File: src/rtl/ucisc_pkg.sv
// Shared widths and fetch FSM encoding for the uCISC front end.
package ucisc_pkg;

  localparam int unsigned WORD_W  = 16;
  localparam int unsigned INSTR_W = 32;

  typedef enum logic [1:0] {
    FETCH_HI = 2'd0,
    FETCH_LO = 2'd1,
    HOLD     = 2'd2
  } fetch_state_e;

endpackage

File: src/rtl/fetch_queue.sv
// Small synchronous FIFO holding assembled {instr, pc} entries between fetch and decode.
module fetch_queue
  import ucisc_pkg::*;
#(
  parameter int unsigned WIDTH = INSTR_W + WORD_W,
  parameter int unsigned DEPTH = 2
) (
  input  logic             clock,
  input  logic             reset,
  input  logic             flush,
  input  logic             push,
  input  logic [WIDTH-1:0] push_data,
  input  logic             pop,
  output logic [WIDTH-1:0] head_data,
  output logic             full,
  output logic             almost_full,
  output logic             empty
);

  localparam int unsigned PTR_W = $clog2(DEPTH);
  localparam int unsigned CNT_W = $clog2(DEPTH + 1);

  logic [WIDTH-1:0] mem_q [DEPTH];
  logic [WIDTH-1:0] mem_d [DEPTH];
  logic [PTR_W-1:0] rd_ptr_q, rd_ptr_d;
  logic [PTR_W-1:0] wr_ptr_q, wr_ptr_d;
  logic [CNT_W-1:0] count_q, count_d;
  logic             do_push, do_pop;

  assign full        = (count_q == CNT_W'(DEPTH));
  assign almost_full = (count_q == CNT_W'(DEPTH - 1));
  assign empty       = (count_q == '0);
  assign head_data   = mem_q[rd_ptr_q];
  assign do_push     = push && !full;
  assign do_pop      = pop && !empty;

  // Pointers wrap naturally because DEPTH is restricted to powers of two.
  always_comb begin
    mem_d    = mem_q;
    rd_ptr_d = rd_ptr_q;
    wr_ptr_d = wr_ptr_q;
    count_d  = count_q;
    if (flush) begin
      rd_ptr_d = '0;
      wr_ptr_d = '0;
      count_d  = '0;
    end else begin
      if (do_push) begin
        mem_d[wr_ptr_q] = push_data;
        wr_ptr_d        = wr_ptr_q + 1'b1;
      end
      if (do_pop) begin
        rd_ptr_d = rd_ptr_q + 1'b1;
      end
      count_d = count_q + CNT_W'(do_push) - CNT_W'(do_pop);
    end
  end

  always_ff @(posedge clock) begin
    if (reset) begin
      mem_q    <= '{default: '0};
      rd_ptr_q <= '0;
      wr_ptr_q <= '0;
      count_q  <= '0;
    end else begin
      mem_q    <= mem_d;
      rd_ptr_q <= rd_ptr_d;
      wr_ptr_q <= wr_ptr_d;
      count_q  <= count_d;
    end
  end

endmodule

File: src/rtl/instruction_fetch.sv
// Two-word instruction fetch: reads hi/lo words from memory and queues assembled instructions.
module instruction_fetch
  import ucisc_pkg::*;
#(
  parameter logic [WORD_W-1:0] RESET_PC    = 16'h0000,
  parameter int unsigned       QUEUE_DEPTH = 2
) (
  input  logic               clock,
  input  logic               reset,
  input  logic               redirect,
  input  logic [WORD_W-1:0]  redirect_pc,
  output logic               mem_req,
  output logic [WORD_W-1:0]  mem_addr,
  input  logic               mem_ack,
  input  logic [WORD_W-1:0]  mem_data,
  output logic               instr_valid,
  input  logic               instr_ready,
  output logic [INSTR_W-1:0] instr,
  output logic [WORD_W-1:0]  instr_pc
);

  localparam int unsigned ENTRY_W = INSTR_W + WORD_W;

  fetch_state_e        state_q, state_d;
  logic [WORD_W-1:0]   fetch_pc_q, fetch_pc_d;
  logic [WORD_W-1:0]   hi_q, hi_d;
  logic                q_push, q_pop, q_flush;
  logic                q_full, q_almost_full, q_empty;
  logic [ENTRY_W-1:0]  q_head;

  fetch_queue #(
    .WIDTH(ENTRY_W),
    .DEPTH(QUEUE_DEPTH)
  ) u_queue (
    .clock       (clock),
    .reset       (reset),
    .flush       (q_flush),
    .push        (q_push),
    .push_data   ({hi_q, mem_data, fetch_pc_q}),
    .pop         (q_pop),
    .head_data   (q_head),
    .full        (q_full),
    .almost_full (q_almost_full),
    .empty       (q_empty)
  );

  assign instr_valid = !q_empty && !redirect;
  assign instr       = q_head[ENTRY_W-1:WORD_W];
  assign instr_pc    = q_head[WORD_W-1:0];
  assign q_pop       = instr_valid && instr_ready;

  always_comb begin
    state_d    = state_q;
    fetch_pc_d = fetch_pc_q;
    hi_d       = hi_q;
    q_push     = 1'b0;
    q_flush    = 1'b0;
    mem_req    = 1'b0;
    mem_addr   = fetch_pc_q;
    unique case (state_q)
      FETCH_HI: begin
        mem_req = 1'b1;
        if (mem_ack) begin
          hi_d    = mem_data;
          state_d = FETCH_LO;
        end
      end
      FETCH_LO: begin
        mem_req  = 1'b1;
        mem_addr = fetch_pc_q + 16'd1;
        if (mem_ack) begin
          q_push     = 1'b1;
          fetch_pc_d = fetch_pc_q + 16'd2;
          // Park when this push fills the last slot and decode is not draining.
          state_d    = (q_almost_full && !q_pop) ? HOLD : FETCH_HI;
        end
      end
      HOLD: begin
        if (q_pop || !q_full) begin
          state_d = FETCH_HI;
        end
      end
      default: state_d = FETCH_HI;
    endcase
    // Redirect discards the in-flight word and restarts fetch next cycle.
    if (redirect) begin
      q_push     = 1'b0;
      q_flush    = 1'b1;
      fetch_pc_d = redirect_pc;
      state_d    = FETCH_HI;
      mem_req    = 1'b0;
    end
    if (reset) begin
      mem_req = 1'b0;
    end
  end

  always_ff @(posedge clock) begin
    if (reset) begin
      state_q    <= FETCH_HI;
      fetch_pc_q <= RESET_PC;
      hi_q       <= '0;
    end else begin
      state_q    <= state_d;
      fetch_pc_q <= fetch_pc_d;
      hi_q       <= hi_d;
    end
  end

endmodule

File: config.mk
export PLATFORM = sky130hd
export DESIGN_NAME = instruction_fetch
export DESIGN_NICKNAME = d
export VERILOG_FILES = /design/src/rtl/ucisc_pkg.sv /design/src/rtl/fetch_queue.sv /design/src/rtl/instruction_fetch.sv
export SDC_FILE = /design/constraint.sdc
export NUM_CORES = 1
export LEC_CHECK = 0
export BUFFER_PORTS_ARGS = -buffer_cell sky130_fd_sc_hd__buf_4
export CAP_MARGIN = 20
export CORE_MARGIN = 3
export CORE_UTILIZATION = 30
export DETAILED_ROUTE_END_ITERATION = 8
export GPL_TIMING_DRIVEN = 0
export RECOVER_POWER = 50
export SYNTH_ARGS = -nofsm -noshare
export SYNTH_HDL_FRONTEND = slang
export SYNTH_HIERARCHICAL = 1
export SYNTH_SLANG_ARGS = --single-unit
File: constraint.sdc
create_clock -name clock -period 3.6 [get_ports clock]
set_clock_uncertainty 0.05 [all_clocks]
set_input_delay 0.72 -clock clock [delete_from_list [all_inputs] [get_ports clock]]
set_output_delay 0.72 -clock clock [all_outputs]
set_load 0.05 [all_outputs]
# After elaboration in Yosys (flattened, before gate mapping)
# Index checks and enable logic that the tools add are counted.
word_totals:
  regBits: 134
  out_inout_bits: 66
  input_bits: 37
classes:
  n_lt_le_gt_ge: 3
  n_addsub: 6
  mux: 22
  bitwise: 3
  n_eq_ne: 7
  n_reduce_logical: 22
ops:
  columns: ["op", "count"]
  rows:
  - ["2-to-1 mux 48 bit", 4]
  - ["bitwise mux 96 bit", 1]
  - ["2-to-1 mux 16 bit", 4]
  - ["demux 48 bit (select 1 bit)", 1]
  - ["adder 16 x 1 -> 16 bit (second input constant)", 1]
  - ["adder 16 x 2 -> 16 bit (second input constant)", 1]
  - ["2-to-1 mux 2 bit", 4]
  - ["2-to-1 mux 1 bit", 7]
  - ["logical AND 1 bit", 6]
  - ["inequality test 2 bit (second input constant)", 3]
  - ["case mux 2 bit (3 select lines)", 1]
  - ["AND reduction 2 bit", 3]
  - ["OR reduction 2 bit", 3]
  - ["equality test 2 x 1 -> 1 bit (second input constant)", 2]
  - ["equality test 2 bit (second input constant)", 2]
  - [">= comparator 2 bit (second input constant)", 2]
  - ["logical NOT 1 bit", 4]
  - ["logical NOT 2 bit", 2]
  - ["inverter 1 -> 2 bit", 2]
  - ["nonzero test 2 bit", 2]
  - ["AND reduction 3 bit", 1]
  - ["adder 1 bit (second input constant)", 2]
  - ["adder 2 x 1 -> 2 bit", 1]
  - ["less-than comparator 2 x 1 -> 1 bit (second input constant)", 1]
  - ["3 further kinds", 3]

# Logic depth before layout (Yosys ltp)
# Gate-level depths: netlist (run 1).
depth:
  depth_word: 9
  ltp_mapped: 11

# Modules after synthesis
# The synthesis (run 1) kept the hierarchy.
by_module_without_submodules:
  columns: ["mod", "area_each_um2", "cells_each", "n_inst", "seq_area_each_um2"]
  rows:
  - ["fetch_queue", 4768.3, 447, 1, 2001.9]
  - ["instruction_fetch", 1938.1, 232, 1, 680.7]

# Worst setup path before layout (run 1)
# OpenSTA, ideal clock, no wires.
synth_timing:
  path_type: "input to output"
  startpoint: "input redirect"
  endpoint: "output mem_req"
  path_stages: 3
  t_arrival_ps: 2168
  slack_ps: 662
  path_cell_list: "buf_2 buf_2 nor3_1"
synth_between:
  elab_chain_cells: 2
synth_rtl:
  columns: ["element", "line_no", "source"]
  rows:
  - ["from (decl)", "instruction_fetch.sv:10", "input logic redirect,"]
  - ["2-to-1 mux 1 bit", "instruction_fetch.sv:86", "if (redirect) begin"]
  - ["2-to-1 mux 1 bit", "instruction_fetch.sv:93", "if (reset) begin"]
  - ["to (decl)", "instruction_fetch.sv:12", "output logic mem_req,"]
# No other way between the ends.

# Worst setup path after layout (run 1)
layout_timing:
  startpoint: "input redirect"
  endpoint: "register u_queue/mem_q[43] in the netlist's numbering"
layout_between:
  elab_chain_cells: 3
  word_cells_on_any_way: 5
  classes_between: "mux: 2; bitwise: 1; reduce/logical: 2"
layout_rtl:
  columns: ["element", "line_no", "source"]
  rows:
  - ["2-to-1 mux 1 bit", "instruction_fetch.sv:86", null]
  - ["via q_push", "instruction_fetch.sv:27", "logic q_push, q_pop, q_flush;"]
  - ["logical AND 1 bit", "fetch_queue.sv:34", "assign do_push = push && !full;"]
  - ["AND reduction 2 bit (no source line)", null, null]
  - ["to (signal assigned)", "fetch_queue.sv:66", "mem_q <= mem_d;"]
  - ["to (decl)", "fetch_queue.sv:23", "logic [WIDTH-1:0] mem_q [DEPTH];"]
# The timed path passes the listed nets, and every way through them passes these cells.
# A chain may end at the register's enable or synchronous reset.

==> metrics.txt, run 1 <==
final instance area 0.00833 sq mm; FF+latch area 0.00268 sq mm; hold buffers post-CTS 0; via/cell ratio 4.57; Synth Register Bits 134; Post-CTS Repair Setup Buffers 0; DIE HEIGHT 156 microns; largest net degree at the start of global routing 17; die area 0.0242 sq mm; max_cap viols 0; RSZ-0062 raised after global routing no; synthesized instance count 679; # diodes 0; Post-synth top cells nand2b_1, dfxtp_1, mux2i_1; P&R area growth vs syn 24.2%; hold endpoint hi_q[3]; count leader, synth nand2b_1; Tot Pwr 3.63 mW; grt total ovfl 0; Synth Warn # 6; setup_tns 0 ns; Hold Vio Cnt, Final 0; Setup-failing EPs final 0; WL final 17300 microns; root buffer cell clkbuf_16; Worst-Skew Late Latency 0.41 ns; slowest stage delay, CP 0.80 ns; number of global-route vias before repair 5011; Post-CTS Resized 0; DRT Pass-1 Iters 4; crit-path max FO 10; count of input and output buffers 101; fin crit period 3.28 ns; CP arrival 3.57 ns; critical path type in -> reg; CP max-delay cell nor4_1; RR Startpoint state_q[0]; core area 0.0219 sq mm; routed len/inst 15.9 microns; outcome completed; Ports 103; filler cell count 2279; area of the multi-input gates 0.00366 sq mm; Std-Cell Rows 54; CP startpoint kind input pin; Hold Crit Class reg -> reg; EDFF count, synth 0; R2R Setup Slk 0.69 ns; pin slew with the least headroom to its limit 0.915 ns; DP Cell Count 1060; post-route insts no fill 1091; initial antenna violation count 0; clk sinks 134; area leader, netlist dfxtp_1; fin crit share 91.1%; Crit path max-delay family buffers and inverters; sequential area share after synthesis 40.0%; Routed Antenna Nets 0; syn nets 720; CTS H-tree depth 4; layout cells sized above 1 25.0%; placed inst area 0.00782 sq mm; FF-to-FF End u_queue/mem_q[43]; Worst-path clk slew 0.06 ns; P_leak 3.54 nW; worst vdd ir 0.320 mV; Crit path top cell by count clkbuf_1; CTS tree done; Tot GR Track Use 14.5%; CP Capture Type flip-flop; crit-path cells clkbuf_1, clkbuf_1, clkbuf_1, clkbuf_1, nor2_1, inv_1, nor4_1, buf_2, mux2i_1; hold path startpoint hi_q[3]; total CTS buffers 17; ys async rst share 0%; CP Data Required Time 3.89 ns; detailed placement HPWL 12700 microns; ranking of synthesized cells by area dfxtp_1, mux2i_1, nand2b_1; Via Count 4981; Post-synth top flop dfxtp_1; first-pass GRT wire length 27400 microns; post-synth top area share 40.0%; Die Width 156 microns; # DRC 0; fin. max-slew vios 0; Initial Utilization 30.6%; routability cong. 0.799; Buf/Inv on CP 6; max_slew headroom 38.4%; fin nets 840; WHS Path Cells 2; FMAX 305 MHz; PD cells 436 mW/mm^2; DRT iter0 DRCs 296; post-synthesis cell area 0.00671 sq mm; syn avg cell area 9.88 sq um; reg2reg path depth 7; Max Root-Sink Buffers 2; Synth cell types 55
-- worst min-delay path: stages (launching register included) --
cell and delay [ns]:
dfxtp_1 0.31, nand2_1 0.05, a21oi_1 0.05
-- cell type report --
cell class | instances | area share [%]
Buffer | 49 | 2.79
Clock buffer | 23 | 5.86
Clock inverter | 8 | 1.46
Inverter | 15 | 0.676
Multi-Input combinational cell | 481 | 44.0
Sequential cell | 134 | 32.2
Tap cell | 280 | 4.21
Timing Repair Buffer | 101 | 8.79
-- worst max path at each step --
stage,startpoint,endpoint,slack (ns),cells past startpoint
3_3_place_gp,redirect,u_queue/mem_q[34],0.36,9
4_1_cts,fetch_pc_q[1],mem_addr[15],0.28,6
5_1_grt,redirect,u_queue/mem_q[14],0.06,10
3_5_place_dp,redirect,u_queue/mem_q[45],0.31,9
6_report,redirect,u_queue/mem_q[43],0.32,9
2_1_floorplan,redirect,mem_req,0.66,3
-- per-stage QoR --
step | hold WS [ns] | util, % | setup WS, ns
2_1_floorplan | 0.387 | - | 0.662
3_3_place_gp | 0.397 | 35.7 | 0.357
3_5_place_dp | 0.400 | 35.7 | 0.314
4_1_cts | 0.407 | 38.5 | 0.276
5_1_grt | 0.435 | 38.0 | 0.0637
6_report | 0.405 | 38.0 | 0.320
-- where the power goes --
part	switching, mW	internal [mW]	leakage [nW]
registers	0.0282	1.51	1.09
clock network	0.634	1.16	0.299
logic	0.184	0.120	2.16
total	0.846	2.79	3.54
-- flip-flops by register name, indices dropped and copies added (netlist names) --
signal            cells
u_queue/wr_ptr_q      1
fetch_pc_q           16
u_queue/mem_q        96
u_queue/count_q       2
state_q               2
hi_q                 16
u_queue/rd_ptr_q      1
-- kinds of logic after synthesis --
| logic type | Yosys count | share of synthesized area, % |
|---|---|---|
| fa+ha+maj | 4 | 0.746 |
| flops | 134 | 40.0 |
| compound gates | 47 | 4.79 |
| buf+inv | 64 | 4.91 |
| mux | 150 | 23.3 |
| simple gates | 255 | 22.9 |
| xor+xnor | 25 | 3.38 |
-- cell usage in the layout, fill, tap and decap left out, types with 6 or more instances in the layout --
cell	Yosys	layout
buf_2	13	8
a21oi_1	25	25
mux2i_1	100	100
nand2_1	43	43
xor2_1	14	14
clkbuf_16	0	17
nor2_1	16	16
o21a_1	6	6
dfxtp_1	134	134
nor3_1	6	7
nand2b_1	145	145
buf_4	3	95
mux2_2	50	50
clkbuf_1	21	39
xnor2_1	10	10
inv_1	15	15
-- per-layer routing --
metal	GRT usage, %	vias up	share of wire [%]
met4	3.00	0	0.56
li1	-	2533	-
met2	22.0	122	45
met3	4.12	6	5.7
met1	20.5	2320	48
met5	0	-	0
Note: power is estimated with default switching activity, not from simulation.
==> run 2: changes to the inputs <==
- BUFFER_PORTS_ARGS: -buffer_cell sky130_fd_sc_hd__buf_4 -> not set
- DONT_BUFFER_PORTS: not set -> 1
==> run 2 against run 1 <==
Net effect:
- the run now ends with capacitance limit, slew limit left
- routed wire length decreased by 0.99%
- worst hold slack got worse by 0.078 ns
- non-clock buffer count decreased by 97
- clock-buffer cell count decreased by 2
- register-to-register slack improved by 0.08 ns
- first-iteration DRC count decreased by 24%
- utilization decreased by 3.1 points
- combinational power decreased by 17%
- largest power group unchanged
- clock power about the same
==> metrics.txt, run 2 (synthesized netlist as in run 1, its figures left out) <==
number of global-route vias before repair 4816 (was 5011); R2R Setup Slk 0.77 ns (was 0.69 ns); CTS tree done (unchanged); CP Data Required Time 2.83 ns (was 3.89 ns); fin. max-slew vios 2 (was 0); FMAX 294 MHz (was 305 MHz); DIE HEIGHT 156 microns (unchanged); internal power 2.74 mW (was 2.79 mW); Ports 103 (unchanged); Die Width 156 microns (unchanged); FF-to-FF End u_queue/count_q[1] (was u_queue/mem_q[43]); clk sinks 134 (unchanged); DRT iter0 DRCs 225 (was 296); WL final 17100 microns (was 17300 microns); Initial Utilization 30.6% (unchanged); Sw Share 23.9% (was 23.3%); fin crit share 94.4% (was 91.1%); Max Root-Sink Buffers 2 (unchanged); pin slew with the least headroom to its limit 1.62 ns (was 0.915 ns); Worst-path clk slew 0.06 ns (about the same); P&R area growth vs syn 13.9% (was 24.2%); Tot GR Track Use 14.4% (was 14.5%); Routed Antenna Nets 0 (unchanged); utilization after layout 34.9% (was 38.0%); routed len/inst 17.2 microns (was 15.9 microns); PD cells 471 mW/mm^2 (was 436 mW/mm^2); max_cap viols 1 (was 0); Comb pwr share 7.0% (was 8.4%); most frequent cells in the layout nand2b_1, dfxtp_1, mux2i_1, mux2_2, nand2_1 (was nand2b_1, dfxtp_1, mux2i_1, buf_4, mux2_2); CP arrival 2.63 ns (was 3.57 ns); Switch Pwr 0.861 mW (was 0.846 mW); setup_tns 0 ns (unchanged); Setup-failing EPs final 0 (unchanged); via/cell ratio 4.71 (was 4.57); layout cells sized above 1 16.1% (was 25.0%); initial antenna violation count 0 (unchanged); Worst-Skew Late Latency 0.41 ns (about the same); critical path type reg -> out (was in -> reg); CP startpoint kind flip-flop (was input pin); root buffer cell clkbuf_16 (unchanged); Hold Crit Class in -> reg (was reg -> reg); detailed placement HPWL 12600 microns (was 12700 microns); hold buffers post-CTS 0 (unchanged); WHS Path Cells 1 (was 2); fin nets 743 (was 840); Post-CTS Repair Setup Buffers 0 (unchanged); Tot Pwr 3.60 mW (was 3.63 mW); DRT Pass-1 Iters 5 (was 4); first-pass GRT wire length 27000 microns (was 27400 microns); RSZ-0062 raised after global routing no (unchanged); leading cell type in the layout, fill and taps excluded nand2b_1 (unchanged); grt total ovfl 0 (unchanged); max_slew headroom -9.08% (was 38.4%); # diodes 0 (unchanged); hold path startpoint reset (was hi_q[3]); RR Startpoint u_queue/count_q[0] (was state_q[0]); crit-path max FO 7 (was 10); Clock Power Share 50.3% (was 49.3%); hold endpoint fetch_pc_q[12] (was hi_q[3]); worst hold margin 0.327 ns (was 0.405 ns); Hold Vio Cnt, Final 0 (unchanged); die area 0.0242 sq mm (unchanged); largest net degree at the start of global routing 17 (unchanged); violated checks capacitance limit, slew limit; worst vdd ir 0.295 mV (was 0.320 mV); sequential fraction of design power 42.7% (was 42.3%); Via Count 4690 (was 4981); Std-Cell Rows 54 (unchanged); P_leak 3.05 nW (was 3.54 nW); CTS H-tree depth 4 (unchanged); reg2reg path depth 10 (was 7); Largest Register u_queue/mem_q (unchanged); fin crit period 3.40 ns (was 3.28 ns); total CTS buffers 17 (unchanged); CP Capture Type primary output (was flip-flop); Largest register FFs 96 (unchanged); outcome finished, violations left (was completed); # DRC 0 (unchanged); count of input and output buffers 0 (was 101); core area 0.0219 sq mm (unchanged); routability cong. 0.838 (was 0.799); Regs by FF count u_queue/mem_q: 96 flops, fetch_pc_q: 16 flops, hi_q: 16 flops (unchanged)
## run 2: worst max-delay path by stage
| stage | from | endpoint | slack (ns) | cells after the start |
|---|---|---|---|---|
| after detailed placement | redirect | u_queue/count_q[1] | 0.48 | 10 |
| after floorplan | redirect | mem_req | 0.66 | 3 |
| after CTS | fetch_pc_q[1] | mem_addr[7] | 0.05 | 4 |
| after global routing | fetch_pc_q[1] | mem_addr[9] | 0.05 | 5 |
| final | fetch_pc_q[1] | mem_addr[9] | 0.20 | 5 |
| after global placement | fetch_pc_q[1] | mem_addr[15] | 0.21 | 5 |
## run 2: cell type report
type,count,area [sq um]
multi-input cells,481,3690
repair buffers,4,30.0
clock buffers,21,470
inverters,15,56.3
clock inverters,11,149
well taps,280,350
plain buffers,49,215
flip-flops and latches,134,2680
fillers,2257,14200
## run 2: power groups by stage
stage	registers, mW	logic [mW]	clock network, mW
after global placement	1.57	0.250	0
final	1.54	0.252	1.81
after global routing	1.54	0.277	1.92
after detailed placement	1.57	0.256	0
after CTS	1.54	0.257	1.86
after floorplan	1.56	0.205	0
## run 2: critical path: stages (launching register included)
cell,delay (ns)
dfxtp_1,0.51
ha_1,0.31
nand3_2,0.15
or2_4,0.28
nor2_1,0.13
xor2_1,0.82
## run 2: metrics by stage
stage               setup WS [ns]  instance area [sq um]  std cells
CTS                        0.0485                   7710        995
floorplan                   0.662                   6710        679
global placement            0.211                   7060        959
detailed placement          0.477                   7090        963
finish                      0.201                   7640        995
global route               0.0471                   7640        995
## run 2: what timing repair did
action / 4_1_cts / 5_1_grt
setup endpoints to repair: 0 / 1
hold endpoints to repair: 0 / 0
resized for setup: 0 / 2
## run 2: layer usage
layer | vias up | part of all wire (%) | GRT usage [%]
li1 | 2338 | - | -
met5 | - | 0 | 0
met4 | 0 | 0.93 | 3.79
met1 | 2226 | 46 | 18.9
met2 | 114 | 45 | 22.4
met3 | 12 | 8.5 | 5.29
==> run 3: changes to the inputs <==
- ABC_AREA: not set -> 1
==> run 3 against run 2 <==
Net effect:
- the flow now finishes without violations
- flip-flop and latch count unchanged
- sequential share of layout area shrank 0.39 points
- worst setup slack gained 0.11 ns
- routed wire length is 19% higher
- global-route usage grew 2.2 points
- final cell count increased by 39%
- sequential power barely moved
- synthesized cell count is 57% higher
- critical path type unchanged
==> metrics.txt, run 3 <==
clk sinks 134 (unchanged); EDFF count, synth 0 (unchanged); critical path type reg -> out (unchanged); routed len/inst 14.7 microns (was 17.2 microns); Max Root-Sink Buffers 2 (unchanged); P&R area growth vs syn 13.0% (was 13.9%); Worst-path clk slew 0.06 ns (about the same); outcome completed (was finished, violations left); WL final 20300 microns (was 17100 microns); count of input and output buffers 0 (unchanged); pin slew with the least headroom to its limit 1.11 ns (was 1.62 ns); routability cong. 0.865 (was 0.838); hold buffers post-CTS 0 (unchanged); first-pass GRT wire length 31900 microns (was 27000 microns); DRT Pass-1 Iters 5 (unchanged); Post-CTS Resized 0 (unchanged); initial antenna violation count 1 (was 0); core area 0.0221 sq mm (was 0.0219 sq mm); Setup-failing EPs final 0 (unchanged); final setup margin 0.306 ns (was 0.201 ns); # DRC 0 (unchanged); max_cap viols 0 (was 1); # diodes 0 (unchanged); Tot GR Track Use 16.5% (was 14.4%); Setup crit end mem_addr[14] (was mem_addr[9]); Worst-Skew Late Latency 0.42 ns (was 0.41 ns); Post-synth top flop dfxtp_1 (unchanged); CTS tree done (unchanged); Post-synth top cells nand2_1, nor2_1, dfxtp_1, inv_1, o21ai_0 (was nand2b_1, dfxtp_1, mux2i_1); post-synth top area share 39.2% (was 40.0%); CP max-delay cell xor2_1 (unchanged); layout cells sized above 1 7.80% (was 16.1%); via/cell ratio 4.63 (was 4.71); Via Count 6408 (was 4690); detailed placement HPWL 14600 microns (was 12600 microns); max_slew headroom 25.6% (was -9.08%); PD cells 453 mW/mm^2 (was 471 mW/mm^2); CP Capture Type primary output (unchanged); Std-Cell Rows 54 (unchanged); Tot Pwr 3.50 mW (was 3.60 mW); Hold Vio Cnt, Final 0 (unchanged); worst vdd ir 0.320 mV (was 0.295 mV); total CTS buffers 17 (unchanged); setup_tns 0 ns (unchanged); most frequent cells in the layout nand2_1, nor2_1, inv_1, dfxtp_1, nand4_1 (was nand2b_1, dfxtp_1, mux2i_1, mux2_2, nand2_1); Crit path max-delay family XOR/XNOR gates (unchanged); largest net degree at the start of global routing 17 (unchanged); fin crit period 3.29 ns (was 3.40 ns); Largest Register u_queue/mem_q (unchanged); Die Width 157 microns (was 156 microns); count leader, synth nand2_1 (was nand2b_1); Critical path origin state_q[1] (was fetch_pc_q[1]); syn nets 1104 (was 720); R2R Setup Slk 0.39 ns (was 0.77 ns); crit-path cells inv_2, nand2_1, clkinvlp_2, nand2_4, nor2_4, nand2_2, nor2_1, xor2_1 (was ha_1, nand3_2, or2_4, nor2_1, xor2_1); number of global-route vias before repair 5837 (was 4816); RSZ-0062 raised after global routing no (unchanged); crit-path max FO 6 (was 7); CP arrival 2.52 ns (was 2.63 ns); fin crit share 91.5% (was 94.4%); Synth cell types 37 (was 55); Regs by FF count u_queue/mem_q: 96 flops, fetch_pc_q: 16 flops, hi_q: 16 flops (unchanged); Buf/Inv on CP 2 (was 0); DRT iter0 DRCs 532 (was 225); WHS Path Cells 1 (unchanged); FMAX 304 MHz (was 294 MHz); leading cell type in the layout, fill and taps excluded nand2_1 (was nand2b_1); RR Startpoint state_q[1] (was u_queue/count_q[0]); Synth Warn # 6 (unchanged); Place WS 0.668 ns (was 0.477 ns); Hold Crit Class in -> reg (unchanged); slowest stage delay, CP 0.81 ns (was 0.82 ns); root buffer cell clkbuf_16 (unchanged); DIE HEIGHT 157 microns (was 156 microns); Routed Antenna Nets 0 (unchanged); Initial Utilization 31.0% (was 30.6%); Largest register FFs 96 (unchanged); P_leak 3.53 nW (was 3.05 nW); FF-to-FF End u_queue/mem_q[91] (was u_queue/count_q[1]); fin nets 1134 (was 743); die area 0.0246 sq mm (was 0.0242 sq mm); Post-CTS Repair Setup Buffers 0 (unchanged); synthesized instance count 1063 (was 679); reg2reg path depth 12 (was 10); area leader, netlist dfxtp_1 (unchanged); ranking of synthesized cells by area dfxtp_1, nand2_1, nor2_1 (was dfxtp_1, mux2i_1, nand2b_1); Synth Register Bits 134 (unchanged); sequential area share after synthesis 39.2% (was 40.0%); syn avg cell area 6.43 sq um (was 9.88 sq um); CP startpoint kind flip-flop (unchanged); Ports 103 (unchanged); post-synthesis cell area 0.00684 sq mm (was 0.00671 sq mm); ys async rst share 0% (unchanged); CTS H-tree depth 4 (unchanged); CP Data Required Time 2.83 ns (about the same); fin. max-slew vios 0 (was 2); critical path depth 8 (was 5); grt total ovfl 0 (unchanged)
run 3: changes by cell type in the layout (fill, tap and decap cells not counted), moves of 9 or more:
cell / before / now
a21oi_1: 25 / 9
inv_1: 15 / 135
mux2_2: 49 / 1
mux2i_1: 100 / 1
nand2_1: 43 / 260
nand2b_1: 145 / 0
nand3_1: 3 / 21
nand4_1: 4 / 55
nor2_1: 17 / 253
o21ai_0: 2 / 38
o21ai_1: 0 / 42
xnor2_1: 10 / 1
run 3: worst min-delay path by stage:
stage,startpoint,endpoint
floorplan,u_queue/mem_q[27],u_queue/mem_q[27]
global placement,u_queue/mem_q[4],u_queue/mem_q[4]
detailed placement,u_queue/mem_q[30],u_queue/mem_q[30]
CTS,reset,fetch_pc_q[1]
global route,reset,fetch_pc_q[1]
finish,reset,fetch_pc_q[1]
run 3: report_power, final:
group	switching (mW)	total, mW	internal (mW)
Sequential	0.0360	1.55	1.52
Clock	0.674	1.68	1.01
Combinational	0.202	0.265	0.0629
Total	0.912	3.50	2.59
run 3: layout make-up:
type                            instances  area [sq um]
Buffer                                 63           275
Clock buffer                           17           425
Clock inverter                         12           133
Fill cell                            2442         14400
Inverter                              144           542
Multi-Input combinational cell        722          3240
Sequential cell                       134          2680
Tap cell                              280           350
Timing Repair Buffer                   11          82.6
run 3: cells by family (layout without fill, tap and decap cells):
group | count (synthesis) | after routing | synth area share [%]
AOI/OAI and AO/OA | 101 | 101 | 8.25
muxes | 2 | 2 | 0.311
DFF | 134 | 134 | 39.2
xor gates and xnor gates | 12 | 12 | 1.54
and+or+nand+nor | 603 | 603 | 37.2
adders and majority gates | 4 | 4 | 0.732
buffers and inverters | 207 | 247 | 12.7
run 3: layer usage:
layer	up-vias	routed length, microns	track usage [%]
li1	3327	-	-
met1	2891	9270	22.1
met2	176	9050	25.7
met3	12	1830	5.97
met4	2	155	3.63
met5	-	7	0
run 3: stage by stage:
step                      cells  utilization, %  area (sq um)  hold WS, ns
after floorplan            1063               -          6840        0.404
after global placement     1343            32.5          7190        0.412
after detailed placement   1354            32.9          7270        0.421
after CTS                  1383            35.4          7830        0.292
after global routing       1383            35.0          7730        0.297
final                      1383            35.0          7730        0.309
